$ cat config.mk
export PLATFORM = sky130hd
export DESIGN_NAME = fetch_unit
export DESIGN_NICKNAME = d
export VERILOG_FILES = /design/src/rtl/cpu_pkg.sv /design/src/rtl/fetch_fifo.sv /design/src/rtl/fetch_unit.sv
export SDC_FILE = /design/constraint.sdc
export NUM_CORES = 1
export LEC_CHECK = 0
export CAP_MARGIN = 25
export CORE_MARGIN = 1.5
export CORE_UTILIZATION = 41
export DETAILED_ROUTE_END_ITERATION = 10
export MAX_ROUTING_LAYER = met4
export PLACE_DENSITY = 0.63
export SLEW_MARGIN = 20
export SYNTH_ARGS = -nofsm -noshare
export SYNTH_HDL_FRONTEND = slang
export SYNTH_HIERARCHICAL = 1
export SYNTH_SLANG_ARGS = --single-unit
$ cat constraint.sdc
create_clock -name clk -period 15 [get_ports clk]
set_input_delay 2.25 -clock clk [delete_from_list [all_inputs] [get_ports clk]]
set_output_delay 2.25 -clock clk [all_outputs]
set_load 0.05 [all_outputs]
$ cat src/rtl/cpu_pkg.sv
// Shared CPU front-end definitions: fetch FSM states, PC step, default reset PC.
// The FAULT state is present only when FETCH_ALIGN_CHECK_EN is defined.
// `WORD is the global machine-word width define.
`ifndef WORD
`define WORD 32
`endif

package cpu_pkg;

   typedef enum logic [1:0] {
      ST_BOOT  = 2'd0,
      ST_RUN   = 2'd1,
      ST_DRAIN = 2'd2
`ifdef FETCH_ALIGN_CHECK_EN
      ,ST_FAULT = 2'd3
`endif
   } fetch_state_e;

   localparam int unsigned        PC_STEP          = 4;
   localparam logic [`WORD-1:0]   DEFAULT_RESET_PC = '0;

   // Clear the two byte-offset bits of an address.
   function automatic logic [`WORD-1:0] align_word(input logic [`WORD-1:0] a);
      return a & ~(`WORD'(3));
   endfunction

endpackage

$ cat src/rtl/fetch_fifo.sv
// Instruction buffer for the fetch unit: DEPTH entries of {pc, instr},
// occupancy count output and a synchronous flush that overrides push/pop.
// DEPTH must be a power of two (2, 4 or 8) so the pointers wrap naturally.
module fetch_fifo
   import cpu_pkg::*;
#(
   parameter  int unsigned DEPTH   = 2,
   parameter  int unsigned ENTRY_W = 2 * `WORD,
   localparam int unsigned CNT_W   = $clog2(DEPTH + 1),
   localparam int unsigned PTR_W   = $clog2(DEPTH)
) (
   input  logic               clk,
   input  logic               rst_n,
   input  logic               flush,
   input  logic               push,
   input  logic [ENTRY_W-1:0] push_data,
   input  logic               pop,
   output logic [ENTRY_W-1:0] head_data,
   output logic [CNT_W-1:0]   count
);

   localparam logic [PTR_W-1:0] PTR_ONE = 1;
   localparam logic [CNT_W-1:0] CNT_ONE = 1;

   logic [ENTRY_W-1:0] mem_q [DEPTH];
   logic [PTR_W-1:0]   wr_ptr_q, wr_ptr_d;
   logic [PTR_W-1:0]   rd_ptr_q, rd_ptr_d;
   logic [CNT_W-1:0]   count_q, count_d;

   // Pointer and occupancy update; flush empties the buffer regardless of push/pop.
   always_comb begin
      wr_ptr_d = wr_ptr_q;
      rd_ptr_d = rd_ptr_q;
      count_d  = count_q;
      if (flush) begin
         wr_ptr_d = '0;
         rd_ptr_d = '0;
         count_d  = '0;
      end else begin
         if (push) wr_ptr_d = wr_ptr_q + PTR_ONE;
         if (pop)  rd_ptr_d = rd_ptr_q + PTR_ONE;
         case ({push, pop})
            2'b10:   count_d = count_q + CNT_ONE;
            2'b01:   count_d = count_q - CNT_ONE;
            default: count_d = count_q;
         endcase
      end
   end

   // Control state registers.
   always_ff @(posedge clk or negedge rst_n) begin
      if (!rst_n) begin
         wr_ptr_q <= '0;
         rd_ptr_q <= '0;
         count_q  <= '0;
      end else begin
         wr_ptr_q <= wr_ptr_d;
         rd_ptr_q <= rd_ptr_d;
         count_q  <= count_d;
      end
   end

   // Entry storage; contents are only meaningful while counted, so no reset.
   always_ff @(posedge clk) begin
      if (push && !flush) mem_q[wr_ptr_q] <= push_data;
   end

   assign head_data = mem_q[rd_ptr_q];
   assign count     = count_q;

endmodule

$ cat src/rtl/fetch_unit.sv
// Instruction fetch unit: issues sequential word fetches, buffers in-order
// responses with their PC, and handles redirects by flushing the buffer and
// dropping responses still in flight (DRAIN).
// Optional: FETCH_ALIGN_CHECK_EN adds fetch_fault and a FAULT state entered on
// misaligned redirects; without it redirect targets are silently word-aligned.
module fetch_unit
   import cpu_pkg::*;
#(
   parameter logic [`WORD-1:0] RESET_PC   = DEFAULT_RESET_PC,
   parameter int unsigned      FIFO_DEPTH = 2
) (
   input  logic             clk,
   input  logic             rst_n,
   output logic             imem_req_valid,
   input  logic             imem_req_ready,
   output logic [`WORD-1:0] imem_req_addr,
   input  logic             imem_rsp_valid,
   input  logic [`WORD-1:0] imem_rsp_data,
   output logic             instr_valid,
   input  logic             instr_ready,
   output logic [`WORD-1:0] instr,
   output logic [`WORD-1:0] instr_pc,
   input  logic             redirect_valid,
   input  logic [`WORD-1:0] redirect_pc
`ifdef FETCH_ALIGN_CHECK_EN
   ,output logic            fetch_fault
`endif
);

   localparam int unsigned      CNT_W   = $clog2(FIFO_DEPTH + 1);
   localparam logic [CNT_W-1:0] CNT_ONE = 1;
   localparam logic [CNT_W:0]   DEPTH_C = (CNT_W + 1)'(FIFO_DEPTH);
   localparam logic [`WORD-1:0] STEP    = `WORD'(PC_STEP);

   fetch_state_e       state_q, state_d;
   logic [`WORD-1:0]   fetch_pc_q, fetch_pc_d;
   logic [`WORD-1:0]   rsp_pc_q, rsp_pc_d;
   logic [CNT_W-1:0]   outstanding_q, outstanding_d;
   logic [CNT_W-1:0]   discard_q, discard_d;

   logic [CNT_W-1:0]   fifo_count;
   logic [2*`WORD-1:0] fifo_head;
   logic [CNT_W:0]     occupancy;
   logic               req_valid;
   logic               accept;
   logic               push;
   logic               pop;
   logic               flush;
   logic               buf_valid;

   assign buf_valid = (fifo_count != '0);
   assign occupancy = {1'b0, outstanding_q} + {1'b0, fifo_count};

   // Next-state, request issue, buffer control and redirect handling.
   always_comb begin
      state_d       = state_q;
      fetch_pc_d    = fetch_pc_q;
      rsp_pc_d      = rsp_pc_q;
      outstanding_d = outstanding_q;
      discard_d     = discard_q;
      req_valid     = 1'b0;
      push          = 1'b0;
      pop           = 1'b0;
      flush         = 1'b0;

      // Only request while every in-flight response is guaranteed a buffer slot.
      if ((state_q == ST_RUN) && (occupancy < DEPTH_C)) req_valid = 1'b1;
      accept = req_valid && imem_req_ready;
      pop    = buf_valid && instr_ready;

      case ({accept, imem_rsp_valid})
         2'b10:   outstanding_d = outstanding_q + CNT_ONE;
         2'b01:   outstanding_d = outstanding_q - CNT_ONE;
         default: outstanding_d = outstanding_q;
      endcase

      case (state_q)
         ST_BOOT: state_d = ST_RUN;
         ST_RUN: begin
            if (accept) fetch_pc_d = fetch_pc_q + STEP;
            if (imem_rsp_valid) begin
               push     = 1'b1;
               rsp_pc_d = rsp_pc_q + STEP;
            end
         end
         ST_DRAIN: begin
            if (imem_rsp_valid) begin
               discard_d = discard_q - CNT_ONE;
               if (discard_d == '0) state_d = ST_RUN;
            end
         end
`ifdef FETCH_ALIGN_CHECK_EN
         ST_FAULT: begin
            if (imem_rsp_valid && (discard_q != '0)) discard_d = discard_q - CNT_ONE;
         end
`endif
         default: state_d = ST_BOOT;
      endcase

      // Redirect wins over push/pop; anything accepted this cycle is stale too.
      // A redirect during the single BOOT cycle is ignored.
      if (redirect_valid && (state_q != ST_BOOT)) begin
         flush      = 1'b1;
         push       = 1'b0;
         pop        = 1'b0;
         discard_d  = outstanding_d;
         state_d    = (outstanding_d != '0) ? ST_DRAIN : ST_RUN;
         fetch_pc_d = align_word(redirect_pc);
         rsp_pc_d   = align_word(redirect_pc);
`ifdef FETCH_ALIGN_CHECK_EN
         if (redirect_pc[1:0] != 2'b00) begin
            state_d    = ST_FAULT;
            fetch_pc_d = fetch_pc_q;
            rsp_pc_d   = rsp_pc_q;
         end
`endif
      end
   end

   // FSM and counter registers.
   always_ff @(posedge clk or negedge rst_n) begin
      if (!rst_n) begin
         state_q       <= ST_BOOT;
         fetch_pc_q    <= RESET_PC;
         rsp_pc_q      <= RESET_PC;
         outstanding_q <= '0;
         discard_q     <= '0;
      end else begin
         state_q       <= state_d;
         fetch_pc_q    <= fetch_pc_d;
         rsp_pc_q      <= rsp_pc_d;
         outstanding_q <= outstanding_d;
         discard_q     <= discard_d;
      end
   end

   fetch_fifo #(
      .DEPTH   (FIFO_DEPTH),
      .ENTRY_W (2 * `WORD)
   ) u_fifo (
      .clk       (clk),
      .rst_n     (rst_n),
      .flush     (flush),
      .push      (push),
      .push_data ({rsp_pc_q, imem_rsp_data}),
      .pop       (pop),
      .head_data (fifo_head),
      .count     (fifo_count)
   );

   assign imem_req_valid = req_valid;
   assign imem_req_addr  = fetch_pc_q;
   assign instr_valid    = buf_valid;
   // Gate the head entry so stale storage never shows on the core interface.
   assign instr          = buf_valid ? fifo_head[`WORD-1:0]         : '0;
   assign instr_pc       = buf_valid ? fifo_head[2*`WORD-1:`WORD]   : '0;
`ifdef FETCH_ALIGN_CHECK_EN
   assign fetch_fault    = (state_q == ST_FAULT);
`endif

endmodule

* Yosys cells after proc, flatten, opt, wreduce, memory -nomap -nowiden
Memory sizes are Yosys's and may differ from the RTL's.
Index checks and enable logic that the tools add are counted.
Widths: inputs -> output; s select.
** Operators by class
- Equal/unequal tests :: 9
- Shifts and indexed selects :: 0
- Muxes and demuxes :: 31
- Order comparisons :: 1
- Reduce and logical (&&, ||, !) cells :: 22
- Bitwise gates (word level) :: 0
- $mul :: 0
- Div/mod/pow operators :: 0
- Add/subtract/negate cells :: 10
** Operators by type and width (number)
- $mux 32 :: 8
- $add 32x3->32 const B :: 2
- $reduce_bool 2->1 :: 9
- $mux 2 :: 8
- $mux 1 :: 12
- $pmux 2 s2 :: 2
- $eq 2x1->1 const B :: 3
- $eq 2x2->1 const B :: 3
- $ne 3x3->1 const B :: 2
- $pmux 2 s3 :: 1
- $reduce_and 2->1 :: 3
- $sub 2x1->2 const B :: 3
- $logic_and 1x1->1 :: 5
- $add 2x1->2 const B :: 2
- $logic_not 2->1 :: 2
- $add 2x2->3 :: 1
- $lt 3x2->1 const B :: 1
- $reduce_and 3->1 :: 1
- $reduce_bool 3->1 :: 1
- $add 1x1->1 const B :: 2
- $ne 2x1->1 const B :: 1
- $logic_not 1->1 :: 1
** Word-level totals
- Memories kept :: 1
- Bits in writable memories :: 128
- Bits in latches :: 0
- ROM bits :: 0
- Register bits :: 74
- Output and inout port bits :: 98
** Memory list
- u_fifo.mem_q :: words 2, width 64, rd ports 1, clocked after Yosys merged registers in 0, wr ports 1, line fetch_fifo.sv:25 : logic [ENTRY_W-1:0] mem_q [DEPTH];

* Logic depth before layout (Yosys ltp)
- Depth after elaboration :: 10
- Mapped depth :: 11
- Gate-level depth less buffers :: 11

* Modules after synthesis
The synthesis kept the hierarchy.
** By module, submodules not included
- fetch_fifo :: area each 5028.6 um2, instances 1, cells each 218, sequential area each 3943.8 um2
- fetch_unit :: area each 4365.4 um2, instances 1, cells each 522, sequential area each 1651.6 um2

* Worst setup path before layout
Ideal clock, no wire load.
- Kind :: input port to flip-flop
- From :: input port redirect_valid
- To :: memory u_fifo/mem_q[0][0] in the netlist's numbering, enable pin
- Cell stages on the path :: 5
- Library setup time :: 578 ps
- Buffers on the path :: 2
- Data arrival time :: 7835 ps
- Path slack :: 6587 ps
- Cell sequence :: buf_2 > o21ai_1 > inv_1 > clkbuf_1 > nor3b_1
** On the way
- Cells in the longest elaborated chain, start to end :: 6
- Elaborated cells on any way between the ends :: 7
** Ends and longest elaborated chain
- from (decl) :: line fetch_unit.sv:23 : input logic redirect_valid,
- $logic_and 1x1->1 :: line fetch_unit.sv:102 : if (redirect_valid && (state_q != ST_BOOT)) begin
- $mux 1 :: line fetch_unit.sv:102
- named net flush :: line fetch_unit.sv:48 : logic flush;
- $logic_not 1->1 :: line fetch_fifo.sv:65 : if (push && !flush) mem_q[wr_ptr_q] <= push_data;
- $logic_and 1x1->1 :: line fetch_fifo.sv:65
- $mux 1 :: line fetch_fifo.sv:65
- $mux 1 (not written as such) :: line fetch_fifo.sv:65
- to (decl) :: line fetch_fifo.sv:25
The timed path passes the listed nets, and every way through them passes these cells.

* Worst setup path in the final report
- From :: register u_fifo.rd_ptr_q
- To :: output port instr_pc[14]
** On the way
- Cells in the longest elaborated chain, start to end :: 2
** Ends and longest elaborated chain
- from (decl) :: line fetch_fifo.sv:27 : logic [PTR_W-1:0] rd_ptr_q, rd_ptr_d;
- from (signal assigned) :: line fetch_fifo.sv:58 : rd_ptr_q <= rd_ptr_d;
- $mem_v2 2x64
- named net fifo_head[46] :: line fetch_unit.sv:42 : logic [2*`WORD-1:0] fifo_head;
- $mux 32 :: line fetch_unit.sv:156 : assign instr_pc = buf_valid ? fifo_head[2*`WORD-1:`WORD] : '0;
- to (decl) :: line fetch_unit.sv:22 : output logic [`WORD-1:0] instr_pc,
The timed path passes the listed nets, and every way through them passes these cells.

==> results.py <==
metrics = {
    "outcome": {
        "status": "finished clean",
    },
    "yosys": {
        "synthAdderAreaFrac_pct": 0.746,
        "yosys.area_share.simple_pct": 16.1,
        "synthesis.area_um2": 9390,
        "ys.flop_type": "edfxtp_1",
        "synthMuxAreaShare_pct": 9.88,
        "ys_seq_area_share_pct": 59.6,
        "synth_top_family_by_area": "simple AND/OR/NAND/NOR gates",
        "syn_area_per_cell_um2": 12.7,
        "synth-compound-area-share_pct": 9.14,
        "synth-xor-area-share_pct": 1.77,
        "async_reset_ff_share_pct": 35.4,
        "synthDistinctLibCells": 64,
        "synth_seq_cells": 198,
        "synth_warnings": 6,
        "synth_edf_count": 128,
        "netlist_instances": 740,
    },
    "route": {
        "drc": 0,
        "drtIter0Drc": 439,
        "dr.pass1.iters": 5,
        "vias": 6442,
        "antenna_left": 0,
        "routed_wl_mm": 20.9,
        "vias_per_cell": 5.40,
        "wire_per_inst_um": 17.5,
    },
    "timing": {
        "finalCriticalPeriod_ps": 5370,
        "fin_crit_sh_pct": 35.8,
        "max_slew_margin_pct": 38.9,
        "skew_ps": 12.0,
        "setup_violations": 0,
        "postLayoutSetupSlackWorst_ps": 9630,
        "fmax_mhz": 186,
        "timing.hold.ws_ps": 491,
        "rsz0062_at_grt": "no",
        "maxSlewViolCount": 0,
        "tns_ps": 0,
        "max_slew.worst_pin.slew_ps": 916,
        "hold_viol_final": 0,
    },
    "die": {
        "dieArea_um2": 23800,
        "chipWidth_um": 154,
        "start_util_pct": 41.6,
        "die_y_um": 154,
        "core-area_um2": 22600,
        "std_cell_rows": 55,
        "io_pins": 168,
    },
    "cts": {
        "numCtsBuffers": 17,
        "clock_latency_ps": 420,
        "postCtsSetupBuffers": 0,
        "ctsHoldBuffers": 0,
        "clk_pin_slew_worst_paths_ps": 70,
        "max-clock-path-buffers": 2,
        "clock_sinks": 198,
        "cts.repair.resized": 0,
        "clock-root-buffer": "clkbuf_16",
        "cts_tree": "built",
        "h-tree-depth": 4,
    },
    "job": {
        "maxCapViolCount": 0,
    },
    "grt": {
        "grt.overflow.total": 0,
        "grt_pass1_vias": 6052,
        "antenna_found_initial": 0,
        "grt_pass1_wl_mm": 33.3,
        "track_usage_pct": 18.5,
        "grt_max_degree": 73,
    },
    "worst_setup_path": {
        "crit_path_start_kind": "register",
        "crit_path_max_incr_delay_ps": 790,
        "cp_slowest_cell": "dfrtp_4",
        "critPathBufInv": 2,
        "cp-end-kind": "output port",
        "reg2reg_slack_ps": 11690,
        "crit_chain": "buf_4 -> mux2_2 -> and2_1 -> clkdlybuf4s50_1",
        "cp.arrival_ps": 3120,
        "critPathRequiredTime_ps": 12750,
        "critPathKind": "register to output port",
        "crit_fanout": 36,
        "crit_family": "buffers and inverters",
    },
    "place": {
        "portBuffers": 163,
        "dp_slack_ps": 9840,
        "post-dp-hpwl_mm": 13.6,
        "place_congestion": 0.801,
    },
    "power": {
        "p_switching_uw": 994,
        "p_int_mw": 1.34,
        "max-vdd-ir-drop_v": 0.0000984,
        "clock_power_share_pct": 18.1,
        "p_comb_share_pct": 44.4,
        "p_sw_share_pct": 42.6,
        "leakage_nw": 4.27,
        "seq_power_share_pct": 37.5,
        "power_density_nw_per_um2": 197,
    },
    "layout": {
        "area_delta_synth_final_pct": 26.1,
        "utilization_pct": 52.5,
        "antennaDiodeCount": 0,
        "layout.nets": 971,
        "drive_gt1_share_pct": 13.4,
    },
    "hold_path": {
        "min_path_type": "register to register",
    },
}
## metrics by stage
stage | cells | power [mW] | instance area [um2]
6_report | 1194 | 2.33 | 11800
3_5_place_dp | 1160 | 1.92 | 11300
5_1_grt | 1194 | 2.46 | 11800
2_1_floorplan | 745 | 1.58 | 9410
4_1_cts | 1192 | 2.34 | 11800
3_3_place_gp | 1160 | 1.90 | 11300
## worst min-delay path, stage by stage (launching register included)
cell     delay, ps
dfrtp_1        350
nand2_1         50
o21ai_0         60
## cell usage in the layout (no fill, tap or decap), types with 3 or more instances in the layout
| master | instances |
|---|---|
| nand4_1 | 13 |
| nand3_1 | 13 |
| o22a_1 | 8 |
| edfxtp_1 | 128 |
| ha_1 | 4 |
| nand2_1 | 26 |
| xnor2_1 | 12 |
| dfrtp_1 | 69 |
| nor4_1 | 12 |
| nor2_1 | 65 |
| xor2_1 | 7 |
| nor2b_1 | 4 |
| mux2_2 | 14 |
| buf_4 | 7 |
| conb_1 | 6 |
| a311oi_1 | 12 |
| inv_1 | 8 |
| a211oi_1 | 18 |
| a21o_1 | 3 |
| clkdlybuf4s50_1 | 162 |
| a31oi_1 | 5 |
| clkbuf_16 | 18 |
| or3_1 | 3 |
| o21ai_0 | 18 |
| and4_1 | 6 |
| clkinv_1 | 3 |
| and2_1 | 69 |
| a31o_2 | 3 |
| a21oi_1 | 34 |
| nor3_1 | 27 |
| mux2_4 | 50 |
| clkinv_2 | 3 |
| o22ai_1 | 11 |
| and3_1 | 13 |
| nor3b_1 | 3 |
## final timing paths
kind	startpoint	cells past startpoint	end
max	u_fifo/rd_ptr_q	4	instr_pc[14]
min	discard_q[1]	2	discard_q[1]
max reg2reg	outstanding_q[0]	10	state_q[0]
min reg2reg	discard_q[1]	2	discard_q[1]
max in group asynchronous	rst_n	3	u_fifo/rd_ptr_q
min in group asynchronous	rst_n	2	imem_req_addr[31]
## state kept, by name (all words and copies together) (netlist names)
| name | cells |
|---|---|
| u_fifo/wr_ptr_q | 1 |
| state_q | 2 |
| outstanding_q | 2 |
| u_fifo/mem_q | 128 |
| imem_req_addr | 30 |
| rsp_pc_q | 30 |
| discard_q | 2 |
| u_fifo/count | 2 |
| u_fifo/rd_ptr_q | 1 |
## area by class of cell
| cell class | count | area, um2 |
|---|---|---|
| flip-flops and latches | 198 | 5600 |
| fillers | 1967 | 10700 |
| multi-input cells | 496 | 3570 |
| inverters | 11 | 41.3 |
| clock inverters | 11 | 72.6 |
| clock buffers | 21 | 472 |
| repair buffers | 172 | 1730 |
| well taps | 285 | 357 |
## synth_stat cells, types with 3 or more instances
master / n / area [um2]
and3_1: 13 / 81.3
nand4_1: 13 / 81.3
xor2_1: 7 / 61.3
buf_2: 7 / 35.0
o22a_1: 8 / 70.1
nor3b_1: 4 / 30.0
nand2_1: 26 / 97.6
and4_1: 6 / 52.6
edfxtp_1: 128 / 3840
buf_6: 7 / 78.8
inv_1: 9 / 33.8
ha_1: 4 / 50.1
and2_1: 69 / 432
a21o_1: 3 / 22.5
o21ai_0: 18 / 90.1
nor3_1: 27 / 135
or3_1: 3 / 18.8
a31oi_1: 5 / 31.3
o22ai_1: 11 / 68.8
mux2_4: 50 / 751
nor2b_1: 4 / 25.0
nand3_1: 13 / 65.1
a21oi_1: 34 / 170
dfrtp_1: 70 / 1750
nor2_1: 65 / 244
mux2_2: 14 / 158
a211oi_1: 18 / 135
xnor2_1: 12 / 105
a31o_2: 3 / 26.3
clkbuf_1: 22 / 82.6
nor4_1: 12 / 75.1
a311oi_1: 12 / 105
## cells by family after synthesis
| logic type | after synthesis |
|---|---|
| AND/OR/NAND/NOR | 271 |
| XOR/XNOR | 19 |
| other | 1 |
| buffers and inverters | 51 |
| adder cells (fa/ha/maj) | 5 |
| flip-flops | 198 |
| multiplexers | 66 |
| AO/OA/AOI/OAI | 129 |
## layer usage
layer / GRT usage [%] / vias up / share of wire (%)
met5: - / - / 0
met4: 5.27 / 0 / 0.95
met3: 3.64 / 13 / 5.2
met2: 27.5 / 219 / 46
met1: 26.0 / 3131 / 48
li1: - / 3079 / -
## power groups by stage
stage	combinational [mW]	sequential (mW)	clock, mW
finish	1.03	0.874	0.422
global route	1.10	0.897	0.459
CTS	1.04	0.873	0.433
detailed placement	1.03	0.883	0
global placement	1.02	0.879	0
floorplan	0.629	0.954	0
No activity file was read; power rests on OpenSTA's default activity.
